**config.mk**
```make
export PLATFORM = sky130hd
export DESIGN_NAME = vga_text_driver
export DESIGN_NICKNAME = d
export VERILOG_FILES = /design/src/rtl/vga_text_driver.sv
export SDC_FILE = /design/constraint.sdc
export NUM_CORES = 1
export LEC_CHECK = 0
export CAP_MARGIN = 20
export CORE_MARGIN = 2
export CORE_UTILIZATION = 49
export CTS_CLUSTER_DIAMETER = 100
export CTS_CLUSTER_SIZE = 24
export DETAILED_ROUTE_END_ITERATION = 16
export PLACE_DENSITY = 0.79
export REMOVE_ABC_BUFFERS = 1
export SETUP_SLACK_MARGIN = 0.4
export SYNTH_ARGS = -nofsm -noshare
export SYNTH_HDL_FRONTEND = slang
export SYNTH_SLANG_ARGS = --single-unit
```
**constraint.sdc**
```tcl
create_clock -name clk -period 1.8 [get_ports clk]
set_input_delay 0.45 -clock clk [delete_from_list [all_inputs] [get_ports clk]]
set_output_delay 0.45 -clock clk [all_outputs]
set_load 0.01 [all_outputs]
```
**src/rtl/vga_text_driver.sv**
```systemverilog
// 640x480@60 VGA timing, character-buffer read addressing, two-stage pin pipeline.
// Define VGA_TEXT_DRIVER_CLKDIV2_EN to run from a 2x pixel clock.
module vga_text_driver #(
    parameter logic [11:0] p_fg_rgb = 12'hFFF,
    parameter logic [11:0] p_bg_rgb = 12'h000
) (
    input  logic       clk,
    input  logic       rst,
    output logic [6:0] read_hchar,
    output logic [5:0] read_vchar,
    output logic [2:0] read_hoffset,
    output logic [2:0] read_voffset,
    input  logic       read_lit,
    output logic       vga_hsync,
    output logic       vga_vsync,
    output logic [3:0] vga_r,
    output logic [3:0] vga_g,
    output logic [3:0] vga_b,
    output logic       frame_start
);

    localparam logic [9:0] H_ACTIVE = 10'd640;
    localparam logic [9:0] H_SYNC_S = 10'd656;
    localparam logic [9:0] H_SYNC_E = 10'd752;
    localparam logic [9:0] H_LAST   = 10'd799;
    localparam logic [9:0] V_ACTIVE = 10'd480;
    localparam logic [9:0] V_SYNC_S = 10'd490;
    localparam logic [9:0] V_SYNC_E = 10'd492;
    localparam logic [9:0] V_LAST   = 10'd524;

    logic [9:0]  hcount_q, hcount_d;
    logic [9:0]  vcount_q, vcount_d;
    logic        tick;
    logic        active, hsync_n, vsync_n, sof;
    logic        act_s1_q, hs_s1_q, vs_s1_q, sof_s1_q;
    logic        hs_q, vs_q, fs_q;
    logic [11:0] rgb_q, rgb_d;

`ifdef VGA_TEXT_DRIVER_CLKDIV2_EN
    logic phase_q, phase_d;

    assign phase_d = ~phase_q;
    assign tick    = phase_q;

    always_ff @(posedge clk) begin
        if (rst) phase_q <= 1'b0;
        else     phase_q <= phase_d;
    end
`else
    assign tick = 1'b1;
`endif

    always_comb begin
        hcount_d = hcount_q;
        vcount_d = vcount_q;
        if (tick) begin
            if (hcount_q == H_LAST) begin
                hcount_d = 10'd0;
                vcount_d = (vcount_q == V_LAST) ? 10'd0 : vcount_q + 10'd1;
            end else begin
                hcount_d = hcount_q + 10'd1;
            end
        end
    end

    always_ff @(posedge clk) begin
        if (rst) begin
            hcount_q <= 10'd0;
            vcount_q <= 10'd0;
        end else begin
            hcount_q <= hcount_d;
            vcount_q <= vcount_d;
        end
    end

    assign active  = (hcount_q < H_ACTIVE) && (vcount_q < V_ACTIVE);
    assign hsync_n = !((hcount_q >= H_SYNC_S) && (hcount_q < H_SYNC_E));
    assign vsync_n = !((vcount_q >= V_SYNC_S) && (vcount_q < V_SYNC_E));
    assign sof     = (hcount_q == 10'd0) && (vcount_q == 10'd0);

    // Out-of-range cell addresses make the buffer return unlit in blanking.
    assign read_hchar   = active ? hcount_q[9:3] : 7'd127;
    assign read_vchar   = active ? vcount_q[8:3] : 6'd63;
    assign read_hoffset = hcount_q[2:0];
    assign read_voffset = vcount_q[2:0];

    always_ff @(posedge clk) begin
        if (rst) begin
            act_s1_q <= 1'b0;
            hs_s1_q  <= 1'b1;
            vs_s1_q  <= 1'b1;
            sof_s1_q <= 1'b0;
        end else begin
            act_s1_q <= active;
            hs_s1_q  <= hsync_n;
            vs_s1_q  <= vsync_n;
            sof_s1_q <= sof;
        end
    end

    always_comb begin
        rgb_d = 12'h000;
        if (act_s1_q) rgb_d = read_lit ? p_fg_rgb : p_bg_rgb;
    end

    always_ff @(posedge clk) begin
        if (rst) begin
            hs_q  <= 1'b1;
            vs_q  <= 1'b1;
            fs_q  <= 1'b0;
            rgb_q <= 12'h000;
        end else begin
            hs_q  <= hs_s1_q;
            vs_q  <= vs_s1_q;
            fs_q  <= sof_s1_q;
            rgb_q <= rgb_d;
        end
    end

    assign vga_hsync   = hs_q;
    assign vga_vsync   = vs_q;
    assign frame_start = fs_q;
    assign vga_r       = rgb_q[11:8];
    assign vga_g       = rgb_q[7:4];
    assign vga_b       = rgb_q[3:0];

endmodule

```
**Word level (Yosys, flattened, before mapping)**

Index checks and enable logic that the tools add are counted.

- Logic and storage cells: 35
- Output and inout port bits: 34
- Input bits: 3
- Flip-flop bits (word level): 39

- Add/subtract/negate cells: 2
- $lt $le $gt $ge: 6
- Muxes and demuxes: 4
- Reductions and logical operators: 10
- Bitwise logic cells: 1
- Equality and inequality tests: 2

Operator list:

| operator | count |
|---|---|
| 10-bit by 1-bit adder with 10-bit output, second input constant | 2 |
| 10-bit == test, second input constant | 2 |
| 10-bit zero test | 2 |
| 10-bit less-than comparator, second input constant | 2 |
| 10-bit by 9-bit less-than comparator with 1-bit output, second input constant | 2 |
| 12-bit 2-to-1 mux | 1 |
| 10-bit >= comparator, second input constant | 1 |
| 10-bit by 9-bit >= comparator with 1-bit output, second input constant | 1 |
| 10-bit 2-to-1 mux | 1 |
| 7-bit 2-to-1 mux | 1 |
| 6-bit 2-to-1 mux | 1 |
| 1-bit logical AND | 4 |
| 2-bit OR reduction | 2 |
| 1-bit zero test | 2 |
| 1-bit NOT | 1 |

**Logic depth before layout (Yosys ltp)**

- Depth after elaboration: 3
- Gate-level depth with buffers: 6

**Worst setup path after synthesis**

OpenSTA, ideal clock, no wires.

- Kind: register to output
- Start point: reg hcount_q[7]
- End point: out read_hchar[0]
- Setup slack: 200 ps
- Cell stages (with the launch flop): 6
- Data arrival time: 1150 ps
- Data required time: 1350 ps
- Cells stage by stage: dfxtp_1 > buf_6 > o21ai_1 > and3b_1 > clkbuf_1 > nand2b_1

- Word-level cells in the longest chain between the ends: 3

RTL lines:

| element | RTL line | text |
|---|---|---|
| start, declared | 31 | `logic [9:0] hcount_q, hcount_d;` |
| start signal, assigned | 71 | `hcount_q <= hcount_d;` |
| 10-bit less-than comparator | 76 | `assign active = (hcount_q < H_ACTIVE) && (vcount_q < V_ACTIVE);` |
| 1-bit logical AND | 76 |  |
| 7-bit 2-to-1 mux | 82 | `assign read_hchar = active ? hcount_q[9:3] : 7'd127;` |
| end, declared | 9 | `output logic [6:0] read_hchar,` |

No other way between the ends.

**Worst setup path after layout**

- Start point: reg vcount_q[5]
- End point: out read_hchar[4]

- Word-level cells in the longest chain between the ends: 3

RTL lines:

| element | RTL line | text |
|---|---|---|
| start, declared | 32 | `logic [9:0] vcount_q, vcount_d;` |
| start signal, assigned | 72 | `vcount_q <= vcount_d;` |
| 10-bit by 9-bit less-than comparator with 1-bit output | 76 |  |
| 1-bit logical AND | 76 |  |
| 7-bit 2-to-1 mux | 82 |  |

No other way between the ends.

==> results_tabular.tex <==
\begin{tabular}{lr}
\hline
Metric & Value \\
\hline
\multicolumn{2}{l}{\textbf{Min path}} \\
\quad Path class of the lowest-slack min-delay path & reg -> reg \\
\multicolumn{2}{l}{\textbf{Pwr}} \\
\quad Static Leak & 1.05 nW \\
\quad Power density of the placed cells & 465 nW/µm² \\
\quad Largest vdd supply drop & 0.325 mV \\
\multicolumn{2}{l}{\textbf{Die}} \\
\quad Placement row count & 20 \\
\quad Die Span Y & 59.4 µm \\
\quad Boundary pin count & 37 \\
\quad Core Region & 2980 µm² \\
\quad Die area & 3530 µm² \\
\quad Die span in x & 59.4 µm \\
\quad Initial Util & 50.5\% \\
\multicolumn{2}{l}{\textbf{Timing}} \\
\quad Minimum clock period after layout & 1.86 ns \\
\quad Tightest Pin Transition & 0.370 ns \\
\quad Worst slew margin relative to its limit & 75.3\% \\
\quad Setup WS post-layout & -0.0563 ns \\
\quad Clk\_skew & 0.00234 ns \\
\quad Max Slew Vio Count & 0 \\
\quad Highest attainable clock frequency & 539 MHz \\
\quad Count of endpoints failing setup in the final report & 13 \\
\quad Final hold violations & 0 \\
\quad Part of the cycle the worst path needs & 103\% \\
\quad Unrepaired setup endpoints after global routing & yes \\
\multicolumn{2}{l}{\textbf{Cells and area}} \\
\quad Synthesis-to-finish area growth & 57.5\% \\
\quad Total of fill cells in the finished design & 183 \\
\quad Most frequent cells in the layout & 28 x buf\_6, 27 x buf\_4, 17 x buf\_2 \\
\quad Sequential Area & 592 µm² \\
\quad Core occupancy in the finished layout & 79.5\% \\
\quad Diodes inserted & 0 \\
\quad Multi-input logic area & 937 µm² \\
\quad Commonest non-fill, non-tap cell in the layout & buf\_6 \\
\quad Fraction of final layout cells with drive strength greater than 1 & 58.8\% \\
\quad Total Nets Final & 241 \\
\multicolumn{2}{l}{\textbf{Synthesis}} \\
\quad Syn Std Cell Area & 1500 µm² \\
\quad Total of flip-flops plus latches after synthesis & 28 \\
\quad Fraction of registers with async set or reset after synthesis & 0\% \\
\quad EDFF count, synth & 0 \\
\quad Syn. warnings & 0 \\
\quad Count of unique library cells instantiated by Yosys & 36 \\
\quad Share of the yosys chip area belonging to registers & 37.3\% \\
\quad Ys flop type & dfxtp\_1 \\
\quad Post-Syn Instances & 170 \\
\quad Synthesized area divided by synthesized cell count & 8.84 µm² \\
\multicolumn{2}{l}{\textbf{Setup path}} \\
\quad Buf+Inv Stages, Crit Path & 2 \\
\quad Capturing element type of the critical path & output port \\
\quad Setup Crit Path Kind & reg -> out \\
\quad Crit-path max FO & 14 \\
\quad Max stage delay on crit path & 0.36 ns \\
\quad Data arrival time of the worst path & 1.41 ns \\
\quad Category of the worst setup path launch point & flop \\
\quad Max stage delay cell, worst path & dfxtp\_2 \\
\quad Family with the most delay on the worst path & simple AND/OR/NAND/NOR gates \\
\quad Endpoint required time on the critical path & 1.35 ns \\
\quad Chain of cells forming the critical path & nand4\_1 -> and3b\_2 -> buf\_12 -> nand2b\_1 -> buf\_2 \\
\multicolumn{2}{l}{\textbf{Route}} \\
\quad Vias after detailed routing & 1477 \\
\quad Average wire length per cell after detail routing & 18.5 µm \\
\quad Residual antenna-violating net count after detailed routing & 0 \\
\quad DRC marker count from the first detailed-route iteration & 57 \\
\quad Remaining routing DRC violations & 0 \\
\quad Total iterations of the first detailed-routing run & 4 \\
\quad Final wirelength & 4930 µm \\
\quad Routed via count divided by cell count & 5.55 \\
\multicolumn{2}{l}{\textbf{GRT}} \\
\quad Grt total ovfl & 0 \\
\quad Total Routing Usage GR & 28.0\% \\
\quad Initial antenna violation count & 0 \\
\quad First-pass GRT wire length & 7350 µm \\
\quad Maximum number of pins on one net before global-route repair & 16 \\
\quad Vias in the first global route & 1582 \\
\multicolumn{2}{l}{\textbf{Placed design}} \\
\quad Routability Congestion & 0.910 \\
\quad Setup WS pre-CTS & -0.0894 ns \\
\quad Number of buffers added on ports & 36 \\
\quad Half-perimeter wire length after placement & 2580 µm \\
\multicolumn{2}{l}{\textbf{Clocking}} \\
\quad Master cell of the clock root buffer & clkbuf\_4 \\
\quad Clock-pin slew on the worst setup and hold paths & 0.15 ns \\
\quad Inserted Clock Buffers & 3 \\
\quad CTS tree & built \\
\quad Max Root-Sink Buffers & 2 \\
\quad Clock latency reported for the late side of the worst-skew pair & 0.33 ns \\
\quad Number of levels in the clock H-tree & 1 \\
\quad CTS Sinks & 28 \\
\multicolumn{2}{l}{\textbf{Job}} \\
\quad Number of violations of the max-capacitance limit & 0 \\
\multicolumn{2}{l}{\textbf{Outcome}} \\
\quad Violated checks & setup timing \\
\quad Run status & finished with violations \\
\hline
\end{tabular}
[power by group]
group	switching (mW)	leakage, nW	internal (mW)
logic	0.0662	0.797	0.0843
registers	0.0104	0.236	0.626
clock network	0.188	0.0210	0.124
[routing by layer]
metal	track usage, %	wire, µm	vias to the layer above	part of all wire [%]
met1	31.4	1930	723	39
met5	0	0	-	0
met2	50.5	2610	50	53
met3	3.06	190	22	3.9
met4	15.9	198	0	4.0
li1	-	-	682	-
[final cells by class]
class	instances	share of cell area (%)
Clock buffer	4	1.53
Sequential cell	28	25.0
Tap cell	33	1.75
Timing Repair Buffer	82	31.3
Multi-Input combinational cell	114	39.6
Inverter	5	0.793
[cells by family after synthesis]
logic type | share of synthesized area (%)
AOI/OAI and AO/OA | 4.58
xor gates and xnor gates | 7.58
adders and majority gates | 3.33
buffers and inverters | 12.6
DFF | 37.3
and+or+nand+nor | 34.6
[final timing paths]
path	start	to	slack (ns)	depth (start not counted)
worst max-delay path	vcount_q[5]$_SDFFE_PP0N_	read_hchar[4]	-0.06	5
worst min-delay path	vs_s1_q$_SDFF_PP1_	vga_vsync$_SDFF_PP1_	0.45	1
worst max register to register	vcount_q[1]$_SDFFE_PP0N_	vcount_q[6]$_SDFFE_PP0N_	0.21	5
worst min register to register	vs_s1_q$_SDFF_PP1_	vga_vsync$_SDFF_PP1_	0.45	1
[through the flow]
| stage | hold WS (ns) | cells | total power, mW | setup TNS [ns] | instance area, µm² |
|---|---|---|---|---|---|
| floorplan | 0.389 | 147 | 0.689 | 0 | 1330 |
| CTS | 0.426 | 262 | 1.09 | -0.613 | 2280 |
| global placement | 0.391 | 236 | 0.747 | -0.103 | 1900 |
| global route | 0.457 | 266 | 1.13 | -1.34 | 2370 |
| finish | 0.449 | 266 | 1.10 | -0.502 | 2370 |
| detailed placement | 0.393 | 236 | 0.751 | -0.828 | 1900 |
[flip-flops by register name, summed over array words and instances (netlist names)]
signal	cells
act_s1_q	1
frame_start	1
hcount_q	10
hs_s1_q	1
rgb_q	1
sof_s1_q	1
vcount_q	10
vga_hsync	1
vga_vsync	1
vs_s1_q	1
[worst register-to-register path, stage by stage, from the launching register on]
cell	delay, ns
dfxtp_4	0.40
ha_1	0.22
nor4bb_2	0.34
nand4_1	0.17
xor2_1	0.30
nor2_4	0.06
[timing repair]
item	CTS	global route
setup buffers	22	4
gates resized for setup	208	20
hold buffers	0	0
pin swaps	24	10
setup endpoints to repair	52	48
[synth_stat cells, types with 2 or more instances]
master / n / area [µm²]
a21oi_1: 3 / 15.0
a21oi_2: 2 / 17.5
and3_1: 4 / 25.0
buf_4: 18 / 135
buf_6: 2 / 22.5
clkbuf_1: 2 / 7.51
dfxtp_1: 28 / 561
ha_1: 4 / 50.1
inv_1: 5 / 18.8
nand2_1: 10 / 37.5
nand2b_1: 14 / 87.6
nand3_1: 8 / 40.0
nand4_1: 6 / 37.5
nor2_1: 17 / 63.8
nor2b_1: 3 / 18.8
nor3_1: 2 / 10.0
nor4_1: 3 / 18.8
o21ai_0: 4 / 20.0
or2_2: 2 / 12.5
or3_1: 6 / 37.5
xnor2_1: 5 / 43.8
xor2_1: 8 / 70.1
Power figures use the tool's default switching activity.
